$ cat config.mk
export PLATFORM = sky130hd
export DESIGN_NAME = alarm_unit
export DESIGN_NICKNAME = d
export VERILOG_FILES = /design/src/rtl/alarm_unit_pkg.sv /design/src/rtl/alarm_tone_gen.sv /design/src/rtl/alarm_unit.sv
export SDC_FILE = /design/constraint.sdc
export NUM_CORES = 1
export LEC_CHECK = 0
export ABC_AREA = 1
export CORE_MARGIN = 5
export CORE_UTILIZATION = 64
export DETAILED_ROUTE_END_ITERATION = 12
export DONT_BUFFER_PORTS = 1
export PLACE_DENSITY = 0.8
export SYNTH_ARGS = -nofsm -noshare
export SYNTH_HDL_FRONTEND = slang
export SYNTH_HIERARCHICAL = 1
export SYNTH_SLANG_ARGS = --single-unit
$ cat constraint.sdc
create_clock -name clk -period 1.65 [get_ports clk]
set_clock_uncertainty 0.05 [all_clocks]
set_input_delay 0.33 -clock clk [delete_from_list [all_inputs] [get_ports clk]]
set_output_delay 0.33 -clock clk [all_outputs]
set_load 0.005 [all_outputs]
$ cat src/rtl/alarm_unit_pkg.sv
// ============================================================
// alarm_unit_pkg: shared FSM state type, BCD limits and defaults
// Rev 1.0
// ============================================================
`default_nettype none

package alarm_unit_pkg;

  typedef enum logic [1:0] {
    ST_IDLE   = 2'd0,
    ST_SET    = 2'd1,
    ST_RING   = 2'd2,
    ST_SNOOZE = 2'd3
  } state_t;

  localparam logic [7:0] c_HR_MAX  = 8'h23;
  localparam logic [7:0] c_MIN_MAX = 8'h59;

  localparam int c_CLK_HZ_DEF     = 100_000_000;
  localparam int c_TONE_HZ_DEF    = 2000;
  localparam int c_BLINK_HZ_DEF   = 2;
  localparam int c_RING_SEC_DEF   = 60;
  localparam int c_SNOOZE_SEC_DEF = 300;

  // Two-digit BCD increment that wraps to 00 after max (no carry out).
  function automatic logic [7:0] bcd_inc(input logic [7:0] v, input logic [7:0] max);
    if (v == max) return 8'h00;
    if (v[3:0] == 4'd9) return {v[7:4] + 4'd1, 4'd0};
    return {v[7:4], v[3:0] + 4'd1};
  endfunction

endpackage

`default_nettype wire

$ cat src/rtl/alarm_tone_gen.sv
// ============================================================
// alarm_tone_gen: free-running prescalers for buzzer tone and LED blink
// Rev 1.0
// ============================================================
`default_nettype none

module alarm_tone_gen
  import alarm_unit_pkg::*;
#(
  parameter int CLK_HZ   = c_CLK_HZ_DEF,
  parameter int TONE_HZ  = c_TONE_HZ_DEF,
  parameter int BLINK_HZ = c_BLINK_HZ_DEF
) (
  input  logic clk,
  input  logic reset,
  output logic o_tone,
  output logic o_blink
);

  localparam int c_TONE_HALF  = (CLK_HZ / (2 * TONE_HZ) > 1) ? CLK_HZ / (2 * TONE_HZ) : 1;
  localparam int c_BLINK_HALF = (CLK_HZ / (2 * BLINK_HZ) > 1) ? CLK_HZ / (2 * BLINK_HZ) : 1;
  localparam int c_TONE_W     = (c_TONE_HALF > 1) ? $clog2(c_TONE_HALF) : 1;
  localparam int c_BLINK_W    = (c_BLINK_HALF > 1) ? $clog2(c_BLINK_HALF) : 1;
  localparam logic [c_TONE_W-1:0]  c_TONE_LAST  = c_TONE_W'(c_TONE_HALF - 1);
  localparam logic [c_BLINK_W-1:0] c_BLINK_LAST = c_BLINK_W'(c_BLINK_HALF - 1);

  logic [c_TONE_W-1:0]  r_tone_cnt;
  logic [c_BLINK_W-1:0] r_blink_cnt;
  logic                 r_tone;
  logic                 r_blink;

  always_ff @(posedge clk or posedge reset) begin
    if (reset) begin
      r_tone_cnt <= '0;
      r_tone     <= 1'b0;
    end else if (r_tone_cnt == c_TONE_LAST) begin
      r_tone_cnt <= '0;
      r_tone     <= ~r_tone;
    end else begin
      r_tone_cnt <= r_tone_cnt + 1'b1;
    end
  end

  always_ff @(posedge clk or posedge reset) begin
    if (reset) begin
      r_blink_cnt <= '0;
      r_blink     <= 1'b0;
    end else if (r_blink_cnt == c_BLINK_LAST) begin
      r_blink_cnt <= '0;
      r_blink     <= ~r_blink;
    end else begin
      r_blink_cnt <= r_blink_cnt + 1'b1;
    end
  end

  assign o_tone  = r_tone;
  assign o_blink = r_blink;

endmodule

`default_nettype wire

$ cat src/rtl/alarm_unit.sv
// ============================================================
// alarm_unit: alarm-time storage, match/trigger, ring/snooze FSM
// Rev 1.0
// ============================================================
`default_nettype none

module alarm_unit
  import alarm_unit_pkg::*;
#(
  parameter int CLK_HZ     = c_CLK_HZ_DEF,
  parameter int TONE_HZ    = c_TONE_HZ_DEF,
  parameter int BLINK_HZ   = c_BLINK_HZ_DEF,
  parameter int RING_SEC   = c_RING_SEC_DEF,
  parameter int SNOOZE_SEC = c_SNOOZE_SEC_DEF
) (
  input  logic       clk,
  input  logic       reset,
  input  logic [3:0] h2,
  input  logic [3:0] h1,
  input  logic [3:0] m2,
  input  logic [3:0] m1,
  input  logic [3:0] s2,
  input  logic [3:0] s1,
  input  logic       alarm_en,
  input  logic       set_mode,
  input  logic       hr_up,
  input  logic       min_up,
  input  logic       stop,
  input  logic       snooze,
  output logic [3:0] ah2,
  output logic [3:0] ah1,
  output logic [3:0] am2,
  output logic [3:0] am1,
  output logic       ringing,
  output logic       buzzer,
  output logic       alarm_led
);

  localparam int c_CNT_MAX = (RING_SEC > SNOOZE_SEC) ? RING_SEC : SNOOZE_SEC;
  localparam int c_CNT_W   = $clog2(c_CNT_MAX + 1);
  localparam logic [c_CNT_W-1:0] c_RING_LAST   = c_CNT_W'(RING_SEC - 1);
  localparam logic [c_CNT_W-1:0] c_SNOOZE_LAST = c_CNT_W'(SNOOZE_SEC - 1);

  state_t               r_state;
  state_t               w_state_nxt;
  logic [3:0]           r_s1_q;
  logic                 r_tick_en;
  logic                 r_match_q;
  logic [c_CNT_W-1:0]   r_sec_cnt;
  logic [7:0]           r_alarm_hr;
  logic [7:0]           r_alarm_min;
  logic                 r_ringing;
  logic                 r_buzzer;
  logic                 r_led;
  logic                 w_tick;
  logic                 w_match;
  logic                 w_trigger;
  logic                 w_tone;
  logic                 w_blink;
  logic                 w_ringing_nxt;
  logic                 w_buzzer_nxt;
  logic                 w_led_nxt;

  alarm_tone_gen #(
    .CLK_HZ   (CLK_HZ),
    .TONE_HZ  (TONE_HZ),
    .BLINK_HZ (BLINK_HZ)
  ) u_tone_gen (
    .clk     (clk),
    .reset   (reset),
    .o_tone  (w_tone),
    .o_blink (w_blink)
  );

  // The first cycle after reset has no valid previous seconds digit.
  assign w_tick    = r_tick_en & (s1 != r_s1_q);
  assign w_match   = alarm_en & ({h2, h1, m2, m1} == {r_alarm_hr, r_alarm_min}) & ({s2, s1} == 8'h00);
  assign w_trigger = w_match & ~r_match_q;

  always_ff @(posedge clk or posedge reset) begin
    if (reset) begin
      r_state   <= ST_IDLE;
      r_s1_q    <= 4'd0;
      r_tick_en <= 1'b0;
      r_match_q <= 1'b0;
    end else begin
      r_state   <= w_state_nxt;
      r_s1_q    <= s1;
      r_tick_en <= 1'b1;
      r_match_q <= w_match;
    end
  end

  always_comb begin
    w_state_nxt = r_state;
    case (r_state)
      ST_IDLE: begin
        if (set_mode)       w_state_nxt = ST_SET;
        else if (w_trigger) w_state_nxt = ST_RING;
      end
      ST_SET: begin
        if (!set_mode) w_state_nxt = ST_IDLE;
      end
      ST_RING: begin
        if (set_mode)                                w_state_nxt = ST_SET;
        else if (!alarm_en || stop)                  w_state_nxt = ST_IDLE;
        else if (snooze)                             w_state_nxt = ST_SNOOZE;
        else if (w_tick && r_sec_cnt == c_RING_LAST) w_state_nxt = ST_IDLE;
      end
      ST_SNOOZE: begin
        if (set_mode)                                  w_state_nxt = ST_SET;
        else if (!alarm_en || stop)                    w_state_nxt = ST_IDLE;
        else if (w_tick && r_sec_cnt == c_SNOOZE_LAST) w_state_nxt = ST_RING;
      end
      default: w_state_nxt = ST_IDLE;
    endcase
  end

  always_comb begin
    w_ringing_nxt = (w_state_nxt == ST_RING);
    w_buzzer_nxt  = (w_state_nxt == ST_RING) & w_tone;
    w_led_nxt     = 1'b0;
    case (w_state_nxt)
      ST_IDLE:   w_led_nxt = alarm_en;
      ST_SET:    w_led_nxt = 1'b0;
      ST_RING:   w_led_nxt = w_blink;
      ST_SNOOZE: w_led_nxt = 1'b1;
      default:   w_led_nxt = 1'b0;
    endcase
  end

  always_ff @(posedge clk or posedge reset) begin
    if (reset) begin
      r_ringing <= 1'b0;
      r_buzzer  <= 1'b0;
      r_led     <= 1'b0;
    end else begin
      r_ringing <= w_ringing_nxt;
      r_buzzer  <= w_buzzer_nxt;
      r_led     <= w_led_nxt;
    end
  end

  // One counter serves both RING and SNOOZE; any state change restarts it.
  always_ff @(posedge clk or posedge reset) begin
    if (reset) begin
      r_sec_cnt <= '0;
    end else if (w_state_nxt != r_state) begin
      r_sec_cnt <= '0;
    end else if (w_tick && (r_state == ST_RING || r_state == ST_SNOOZE)) begin
      r_sec_cnt <= r_sec_cnt + 1'b1;
    end
  end

  always_ff @(posedge clk or posedge reset) begin
    if (reset) begin
      r_alarm_hr  <= 8'h00;
      r_alarm_min <= 8'h00;
    end else if (r_state == ST_SET) begin
      if (hr_up)  r_alarm_hr  <= bcd_inc(r_alarm_hr, c_HR_MAX);
      if (min_up) r_alarm_min <= bcd_inc(r_alarm_min, c_MIN_MAX);
    end
  end

  assign ah2       = r_alarm_hr[7:4];
  assign ah1       = r_alarm_hr[3:0];
  assign am2       = r_alarm_min[7:4];
  assign am1       = r_alarm_min[3:0];
  assign ringing   = r_ringing;
  assign buzzer    = r_buzzer;
  assign alarm_led = r_led;

endmodule

`default_nettype wire

==> impl_metrics.py <==
metrics = {
    "status": {
        "status": "finished, violations left",
        "violations": "setup timing",
    },
    "grt": {
        "grt_max_degree": 43,
        "antenna_found_initial": 0,
        "grt_pass1_wl_um": 16100,
        "first_global_vias": 3729,
        "grt.overflow.total": 0,
        "track_usage_pct": 22.9,
    },
    "route": {
        "drcViolationCount": 0,
        "wl_per_cell_um": 13.6,
        "viasPerCell": 5.29,
        "initialDrtViolationCount": 285,
        "totalWireLength_um": 10300,
        "ant_nets": 0,
        "dr.pass1.iters": 7,
        "via_count": 3988,
    },
    "layout": {
        "final_common_cell": "nand2_1",
        "seq_area_mm2": 0.00196,
        "final_cells": 754,
        "filler_cell_count": 496,
        "final_area_mm2": 0.00520,
        "syn_to_final_growth_pct": 15.0,
        "multi_input_area_mm2": 0.00232,
        "antenna_cells": 0,
        "final_cell_mix": "nand2_1 (137), nor2_1 (109), inv_1 (86)",
        "drive_gt1_share_pct": 16.6,
        "fin_nets": 696,
    },
    "timing": {
        "setup_tns_ns": -0.574,
        "finalHoldViolCount": 0,
        "maxSlewHeadroom_pct": 65.3,
        "timing.final.ws_setup_ns": -0.0732,
        "max_freq_ghz": 0.580,
        "period_share_pct": 104,
        "worst_pin_slew_ns": 0.520,
        "rsz0062_at_grt": "yes",
        "setup_viol": 10,
        "drv_slew": 0,
        "fin_crit_ns": 1.72,
    },
    "die": {
        "initial_core_util_pct": 66.2,
        "die-area_mm2": 0.00884,
        "die_y_um": 94.0,
        "dieWidth_um": 94.0,
        "io_pins": 51,
        "core.rowCount": 30,
        "core_mm2": 0.00683,
    },
    "worst_setup_path": {
        "critical-path-top-delay-family": "simple AND/OR/NAND/NOR gates",
        "arrival_ns": 1.93,
        "worstPathMaxFanout": 5,
        "r2r-start": "r_alarm_min[4]",
        "r2r-end": "r_sec_cnt[0]",
        "critical_path_class": "reg2reg",
        "crit_chain": "inv_1 -> nand2_1 -> o21ai_0 -> nor2_1 -> nand2_1 -> nor2_2 -> nand4_1 -> nand2_2 -> nand3_4 -> nand3_4 -> nor2_2",
        "reg2reg_depth": 11,
        "slowest_stage": "dfrtp_1",
        "critPathLaunchType": "register",
        "crit_cells": 11,
        "startpoint": "r_alarm_min[4]",
        "rrSetupSlack_ns": -0.07,
        "cp_data_required_time_ns": 1.85,
        "endpoint_kind": "register",
        "cp_slowest_stage_delay_ns": 0.38,
        "path_buf_inv": 1,
        "endpoint": "r_sec_cnt[0]",
    },
    "pwr": {
        "power_switching_uw": 1730,
        "vdd_drop_max_v": 0.000476,
        "intPower_uw": 3190,
        "clockPowerShare_pct": 28.5,
        "leakagePower_uw": 0.00255,
        "power_density_mw_per_mm2": 947,
        "total_power_uw": 4920,
        "switching_share_pct": 35.2,
        "power_frac_seq_pct": 46.8,
        "combinationalPowerShare_pct": 24.7,
    },
    "synthesis": {
        "ys_dominant_reg_cell": "dfrtp_1",
        "seq_area_frac_synth_pct": 43.2,
        "synthCells": 610,
        "synth_area_per_cell_um2": 7.41,
        "synth.top_cell.area_share_pct": 43.2,
        "async_flop_share_pct": 100,
        "synth_seq_cells": 78,
        "synth_fp_nets": 653,
        "synth_edf_count": 0,
        "syn_area_mm2": 0.00452,
        "synth_warnings": 6,
        "synth_area_leaders": "dfrtp_1 (43%), nand2_1 (12%), nor2_1 (10%)",
        "synthDistinctLibCells": 34,
        "synth_top_area_cell": "dfrtp_1",
    },
    "placement": {
        "dp_cells": 724,
        "place_area_mm2": 0.00477,
        "io_buffers": 0,
        "finalWeightedCongestion": 0.937,
        "hpwlAfterDp_um": 7010,
    },
    "clocking": {
        "clkLatencyLatePin_ns": 0.37,
        "cts_buffers": 9,
        "clock-sinks": 78,
        "cts.path.max_buffers": 2,
        "cts-root-buf": "clkbuf_8",
        "h-tree-depth": 3,
        "cts_tree": "yes",
        "clk_pin_slew_ns": 0.10,
    },
    "run": {
        "max_cap_viol_count": 0,
    },
    "min_path": {
        "hp-class": "in2reg",
        "min_path_cells": 2,
    },
}
## cell families (layout without fill, tap and decap cells)
logic type	count (synthesis)	in the layout	synth area share (%)
fa+ha+maj	11	11	3.04
compound gates	37	37	4.51
flops	78	78	43.2
xor+xnor	33	33	6.56
buf+inv	97	144	8.22
simple gates	353	354	34.4
other cells	1	1	0.0830
## flip-flops by register name, indices dropped and copies added (netlist names)
register	cells
r_state	2
u_tone_gen/o_blink	1
r_tick_en	1
r_s1_q	4
u_tone_gen/r_tone_cnt	15
alarm_led	1
r_sec_cnt	9
r_match_q	1
buzzer	1
u_tone_gen/r_blink_cnt	25
r_alarm_hr	8
u_tone_gen/o_tone	1
r_alarm_min	8
ringing	1
## final cells by class
type	instances	share of cell area (%)
multi-input combinational	436	44.7
sequential	78	37.6
inverter	96	6.93
timing repair buffer	32	4.86
clock buffer	9	2.38
tap	96	2.31
clock inverter	7	1.23
## worst reg2reg max path, cell delays in order (launching register included)
cell and delay, ns:
dfrtp_1 0.38, inv_1 0.08, nand2_1 0.06, o21ai_0 0.08
nor2_1 0.13, nand2_1 0.08, nor2_2 0.15, nand4_1 0.15
nand2_2 0.15, nand3_4 0.11, nand3_4 0.16, nor2_2 0.05
## metal layers
metal | wire length (um) | track usage, % | share of wire (%) | up-vias
met5 | 0 | 0 | 0 | -
met4 | 144 | 7.22 | 1.4 | 0
met3 | 756 | 5.37 | 7.4 | 19
met2 | 5210 | 39.9 | 51 | 149
met1 | 4180 | 28.0 | 41 | 1854
li1 | - | - | - | 1966
## cells in the mapped netlist (5+ instances only)
cell type	number
a21oi_1	11
dfrtp_1	78
ha_1	11
inv_1	89
inv_2	7
nand2_1	142
nand2_2	8
nand3_1	36
nand4_1	9
nor2_1	120
nor2_2	7
nor3_1	13
o21ai_0	14
xnor2_1	5
xor2_1	27
## through the flow
step	hold slack (ns)	utilization (%)	worst slack, ns
floorplan	0.311	-	0.157
CTS	0.0682	73.9	0.00250
finish	0.0947	76.1	-0.0732
global placement	0.298	69.9	0.0465
global route	0.100	76.1	-0.190
detailed placement	0.311	69.9	-0.0163
## how the worst min path moves through the flow
stage	start	slack [ns]	end
2_1_floorplan	s1[0]	0.31	r_s1_q[0]
5_1_grt	alarm_en	0.10	alarm_led
3_5_place_dp	reset	0.31	buzzer
4_1_cts	alarm_en	0.07	alarm_led
6_report	alarm_en	0.09	alarm_led
3_3_place_gp	reset	0.30	buzzer
## timing repair
action                                  4_1_cts  5_1_grt
setup buffers                                 2        6
pin swaps                                     0       11
cloned                                        1        0
hold endpoints to repair                     82        0
resized for setup                             4       34
hold buffers                                  5        0
endpoints found under the setup margin        9       30
## power by group through the flow
| stage | registers (uW) | clock network (uW) | logic [uW] |
|---|---|---|---|
| CTS | 2290 | 1410 | 1150 |
| global route | 2340 | 1510 | 1370 |
| detailed placement | 2320 | 0 | 1120 |
| finish | 2310 | 1400 | 1220 |
| global placement | 2310 | 0 | 1080 |
| floorplan | 2360 | 0 | 657 |
Note: power is estimated with default switching activity, not from simulation.
==> edit 1 (config.mk and constraints unchanged) <==
Put a register stage on the outputs `ah2`, `ah1`, `am2` and `am1`, with the module's reset. The values now appear one clock later. The other outputs are not delayed to match.
--- a/src/rtl/alarm_unit.sv
+++ b/src/rtl/alarm_unit.sv
@@ -164,6 +164,15 @@
 
-  assign ah2       = r_alarm_hr[7:4];
-  assign ah1       = r_alarm_hr[3:0];
-  assign am2       = r_alarm_min[7:4];
-  assign am1       = r_alarm_min[3:0];
+  always_ff @(posedge clk or posedge reset) begin
+    if (reset) begin
+      ah2 <= '0;
+      ah1 <= '0;
+      am2 <= '0;
+      am1 <= '0;
+    end else begin
+      ah2 <= r_alarm_hr[7:4];
+      ah1 <= r_alarm_hr[3:0];
+      am2 <= r_alarm_min[7:4];
+      am1 <= r_alarm_min[3:0];
+    end
+  end
   assign ringing   = r_ringing;
Behaviour: not the same (a bounded check fails within 4 cycles, from zero or initial values and one cycle with reset high).
==> edit 1 against the unedited design <==
  * The flow still finishes with violations (negative setup slack)
  * Power increased by 14%
  * Die area increased by 9.4%
  * Sequential cell count grew 16
  * Sequential share of layout area increased by 3.6 points
  * Design area increased by 9.8%
  * Count of clock-buffer cells in the layout up 1
  * Sequential power is 28% higher
  * Area after synthesis rose by 11%
  * Routed wire length rose by 2.4%
  * Worst setup slack worse by 0.069 ns
  * Hold slack better by 0.0082 ns
  * Clock power grew 5%
  * Largest cell class unchanged
==> edit 1: results (changes against the unedited design) <==
| Metric | Value |
|---|---|
| Register area share after synthesis | 47.05% (+3.9 points) |
| Wire length of the first global-routing pass | 18070 um (+12%) |
| Number of standard cells after synthesis | 637 (+4.4%) |
| Clock-cell share | 3.331% (-0.28 points) |
| Router iterations before antenna repair | 4 (-3) |
| Via/cell ratio | 5.237 (-0.99%) |
| Net count of the finished layout | 722 (+3.7%) |
| Layout fillers | 557 (+12%) |
| Peak VDD IR | 0.4629 mV (-2.8%) |
| Cells taking the most area after synthesis | dfrtp_1 (47%), nand2_1 (11%), nor2_1 (8.6%) |
| Worst slew slack as a fraction of its limit | 64.72% (-0.58 points) |
| Non-clock buffer share | 4.646% (-0.22 points) |
| Total routed wire length on the met1 layer | 4410 um (+5.6%) |
| Number of flip-flops and latches | 94 (+21%) |
| Status | finished with violations |
| Met3 Wirelength | 483 um (-36%) |
| Power density cells | 984.7 nW/um2 (+4.0%) |
| Smallest setup slack after layout | -0.1421 ns (-0.06887 ns) |
| Adder and majority cell fraction of the synthesized area | 2.753% (-0.29 points) |
| Leakage Power | 2.728 nW (+6.8%) |
| Drt initial violations | 217 (-24%) |
| Xor and xnor area share after synthesis | 5.756% (-0.80 points) |
| GR Layer Usage met2 | 38.74% (-1.1 points) |
| Met3 Usage GRT | 4.000% (-1.4 points) |
| Final GP Congestion | 0.9350 (-0.22%) |
| Yosys cell types | 37 (+8.8%) |
| Most numerous cell types in the synthesized netlist | nand2_1 (142), nor2_1 (115), dfrtp_1 (94), inv_1 (94), nand3_1 (33) |
| Pin count of the biggest net entering global routing | 53 (+23%) |
| Overall routing resource usage | 22.64% (-0.27 points) |
| Signed area change from the synthesized netlist to the final layout | 14.19% |
| Buffer count excluding the clock tree in the final layout | 31 (-3.1%) |
| Cell count after placement | 754 (+4.1%) |
| Violated checks | negative setup slack |
| Number of setup violations in the final report | 11 (+1) |
| Placement-stage worst setup slack | -0.003211 ns (+0.01310 ns) |
| Routed length on met2 | 5438 um (+4.5%) |
| Setup tns final | -1.115 ns (-0.5401 ns) |
| Layout clock buffers | 10 (+1) |
| Worst Path Arrival | 2.05 ns (+0.12 ns) |
| M1 GR Usage | 28.56% (+0.52 points) |
| Cell area reported after detailed placement | 5249 um2 (+10%) |
| Number of global-route vias before repair | 4007 (+7.5%) |
| Share of layout cells above drive strength 1 | 17.40% (+0.83 points) |
| Worst slack on hold paths | 0.1029 ns (+0.008175 ns) |
| Fraction of standard cell area that is sequential | 41.27% (+3.6 points) |
-- edit 1: cell types whose count changed after synthesis, moves of 2 or more --
cell,before,now
dfrtp_1,78,94
inv_1,89,94
inv_2,7,5
nand3_1,36,33
nand3_2,0,2
nand3b_1,4,1
nor2_1,120,115
nor2_2,7,18
nor3b_1,1,6
nor3b_2,2,0
-- edit 1: where the power goes --
group | internal (mW) | total, mW | switching, mW
logic | 0.505 | 1.19 | 0.683
registers | 2.67 | 2.96 | 0.297
clock network | 0.613 | 1.47 | 0.856
-- edit 1: repair_timing --
| action | in CTS | in global routing |
|---|---|---|
| gates resized for setup | 10 | 33 |
| hold endpoints to repair | 98 | 0 |
| hold buffers | 5 | 0 |
| buffers inserted | 1 | 9 |
| cloned | 1 | 0 |
| pin swaps | 6 | 16 |
| endpoints found under the setup margin | 10 | 40 |
-- edit 1: logic make-up (layout without fill, tap and decap cells) --
group	after synthesis	after routing
adder cells (fa/ha/maj)	11	11
buffers and inverters	101	147
AND/OR/NAND/NOR	361	362
XOR/XNOR	32	32
flip-flops	94	94
other	1	1
AO/OA/AOI/OAI	37	37
-- edit 1: worst paths after layout --
path | start | to | cells past startpoint
worst max-delay path | r_sec_cnt[1]$_DFFE_PP0P_ | r_sec_cnt[0]$_DFFE_PP0P_ | 11
worst min-delay path | alarm_en | alarm_led$_DFF_PP0_ | 2
worst max register to register | r_sec_cnt[1]$_DFFE_PP0P_ | r_sec_cnt[0]$_DFFE_PP0P_ | 11
worst min register to register | r_alarm_min[0]$_DFFE_PP0P_ | am1[0]$_DFF_PP0_ | 0
max in group asynchronous | reset | u_tone_gen/r_blink_cnt[14]$_DFF_PP0_ | 3
min in group asynchronous | reset | buzzer$_DFF_PP0_ | 3
==> edit 2 (same settings) <==
Made on the original files. The package constant `c_CLK_HZ_DEF` goes from 100_000_000 to 400_000_000.
--- a/src/rtl/alarm_unit_pkg.sv
+++ b/src/rtl/alarm_unit_pkg.sv
@@ -18,3 +18,3 @@
 
-  localparam int c_CLK_HZ_DEF     = 100_000_000;
+  localparam int c_CLK_HZ_DEF     = 400_000_000;
   localparam int c_TONE_HZ_DEF    = 2000;
Formal check against the unedited RTL: same outputs for any inputs over 10 cycles, from zero or initial values and one cycle with reset high; that may be too few to reach the edited logic, so the function may still have changed.
==> edit 2 against the unedited design <==
  * The flow still finishes with violations (negative setup slack)
  * Via count rose by 5.6%
  * Routed wire length grew 5.9%
  * Design area grew 5.7%
  * Worst setup slack improved by 0.065 ns
  * Clock power is 9% lower
  * Area after synthesis up 5.6%
  * Critical path depth stayed put
  * Sequential cell count increased by 4
  * Power grew 1.3%
  * Non-clock buffer count grew 4
==> edit 2: results (changes against the unedited design) <==
| Metric | Value |
|---|---|
| Status | finished with violations |
| Peak VDD IR | 0.5035 mV (+5.7%) |
| Number of global-route vias before repair | 3945 (+5.8%) |
| Final GP Congestion | 0.9247 (-1.3%) |
| R2r endpoint | r_sec_cnt[5]$_DFFE_PP0P_ |
| Cell area reported after detailed placement | 5027 um2 (+5.3%) |
| Net count of the mapped netlist | 689 (+5.5%) |
| Violated checks | negative setup slack |
| Total wire length | 10890 um (+5.9%) |
| Met3 Wirelength | 792 um (+4.8%) |
| Routed length on met2 | 5363 um (+3.0%) |
| Total routed wire length on the met1 layer | 4519 um (+8.2%) |
| Vias after detailed routing | 4211 (+5.6%) |
| Net count of the finished layout | 738 (+6.0%) |
| Post-detail-place hpwl | 7811 um (+11%) |
| Router iterations before antenna repair | 5 (-2) |
| Overall routing resource usage | 24.27% (+1.4 points) |
| Peak per-stage delay on the critical path | 0.42 ns (+0.04 ns) |
| Cell count after placement | 762 (+5.2%) |
| Leakage Power | 2.696 nW (+5.5%) |
| Drt initial violations | 224 (-21%) |
| Yosys cell types | 28 (-18%) |
| Clock insertion delay at the later pin of the skew report | 0.35 ns (-0.02 ns) |
| Share of layout cells above drive strength 1 | 17.57% (+1.0 points) |
| Number of standard cells after synthesis | 646 (+5.9%) |
| Worst slack on hold paths | 0.09439 ns (-0.0003384 ns) |
| Pin count of the biggest net entering global routing | 24 (-44%) |
| Number of setup violations in the final report | 1 (-9) |
| Cells taking the most area after synthesis | dfrtp_1 (43%), nand2_1 (12%), nor2_1 (9.9%) |
| Smallest setup slack after layout | -0.007856 ns (+0.06535 ns) |
| Register area share after synthesis | 42.97% (-0.21 points) |
edit 2: changes by cell type after synthesis, sizes merged, moves of 2 or more:
cell   unedited run  this run
nor2            131       144
nand2           151       170
inv              96       100
dfrtp            78        82
nor3             13        11
xnor2             5         8
edit 2: layout make-up:
type / instances / area, um2
repair buffers: 36 / 290.3
inverters: 100 / 375.4
fillers: 534 / 1762
clock buffers: 12 / 145.1
well taps: 99 / 123.9
clock inverters: 4 / 27.53
flip-flops and latches: 82 / 2056
multi-input cells: 466 / 2474
edit 2: cell families (layout without fill, tap and decap cells):
| group | Yosys count | in the layout | share of synthesized area, % |
|---|---|---|---|
| and+or+nand+nor | 381 | 383 | 35.76 |
| buffers and inverters | 100 | 152 | 7.860 |
| DFF | 82 | 82 | 42.97 |
| AOI/OAI and AO/OA | 36 | 36 | 4.034 |
| xor gates and xnor gates | 35 | 35 | 6.419 |
| adders and majority gates | 11 | 11 | 2.882 |
| other | 1 | 1 | 0.07852 |
edit 2: power by group:
part	switching, mW	internal (mW)
combinational	0.751	0.570
clock	0.690	0.586
sequential	0.193	2.20
edit 2: worst max path at each step:
stage / start / end / slack [ns] / cells after the start
4_1_cts: r_alarm_hr[1]$_DFFE_PP0P_ / r_sec_cnt[6]$_DFFE_PP0P_ / 0.001 / 11
3_5_place_dp: r_alarm_hr[1]$_DFFE_PP0P_ / r_sec_cnt[4]$_DFFE_PP0P_ / -0.02 / 11
5_1_grt: r_sec_cnt[0]$_DFFE_PP0P_ / r_sec_cnt[5]$_DFFE_PP0P_ / -0.13 / 10
3_3_place_gp: r_sec_cnt[0]$_DFFE_PP0P_ / r_sec_cnt[6]$_DFFE_PP0P_ / 0.06 / 10
6_report: r_alarm_min[4]$_DFFE_PP0P_ / r_sec_cnt[5]$_DFFE_PP0P_ / -0.008 / 11
2_1_floorplan: r_sec_cnt[0]$_DFFE_PP0P_ / r_sec_cnt[0]$_DFFE_PP0P_ / 0.16 / 10
edit 2: timing repair:
action,4_1_cts,5_1_grt
endpoints found under the hold margin,58,0
setup buffers,2,12
gates resized for setup,11,32
gates cloned,1,1
setup endpoints to repair,9,23
pin swaps,5,25
hold buffers,5,0
edit 2: layer usage:
metal  vias to the layer above  GRT usage (%)
li1                       2087              -
met1                      1962          29.22
met2                       139          41.17
met3                        23          7.281
met4                         0          8.879
met5                         -              0
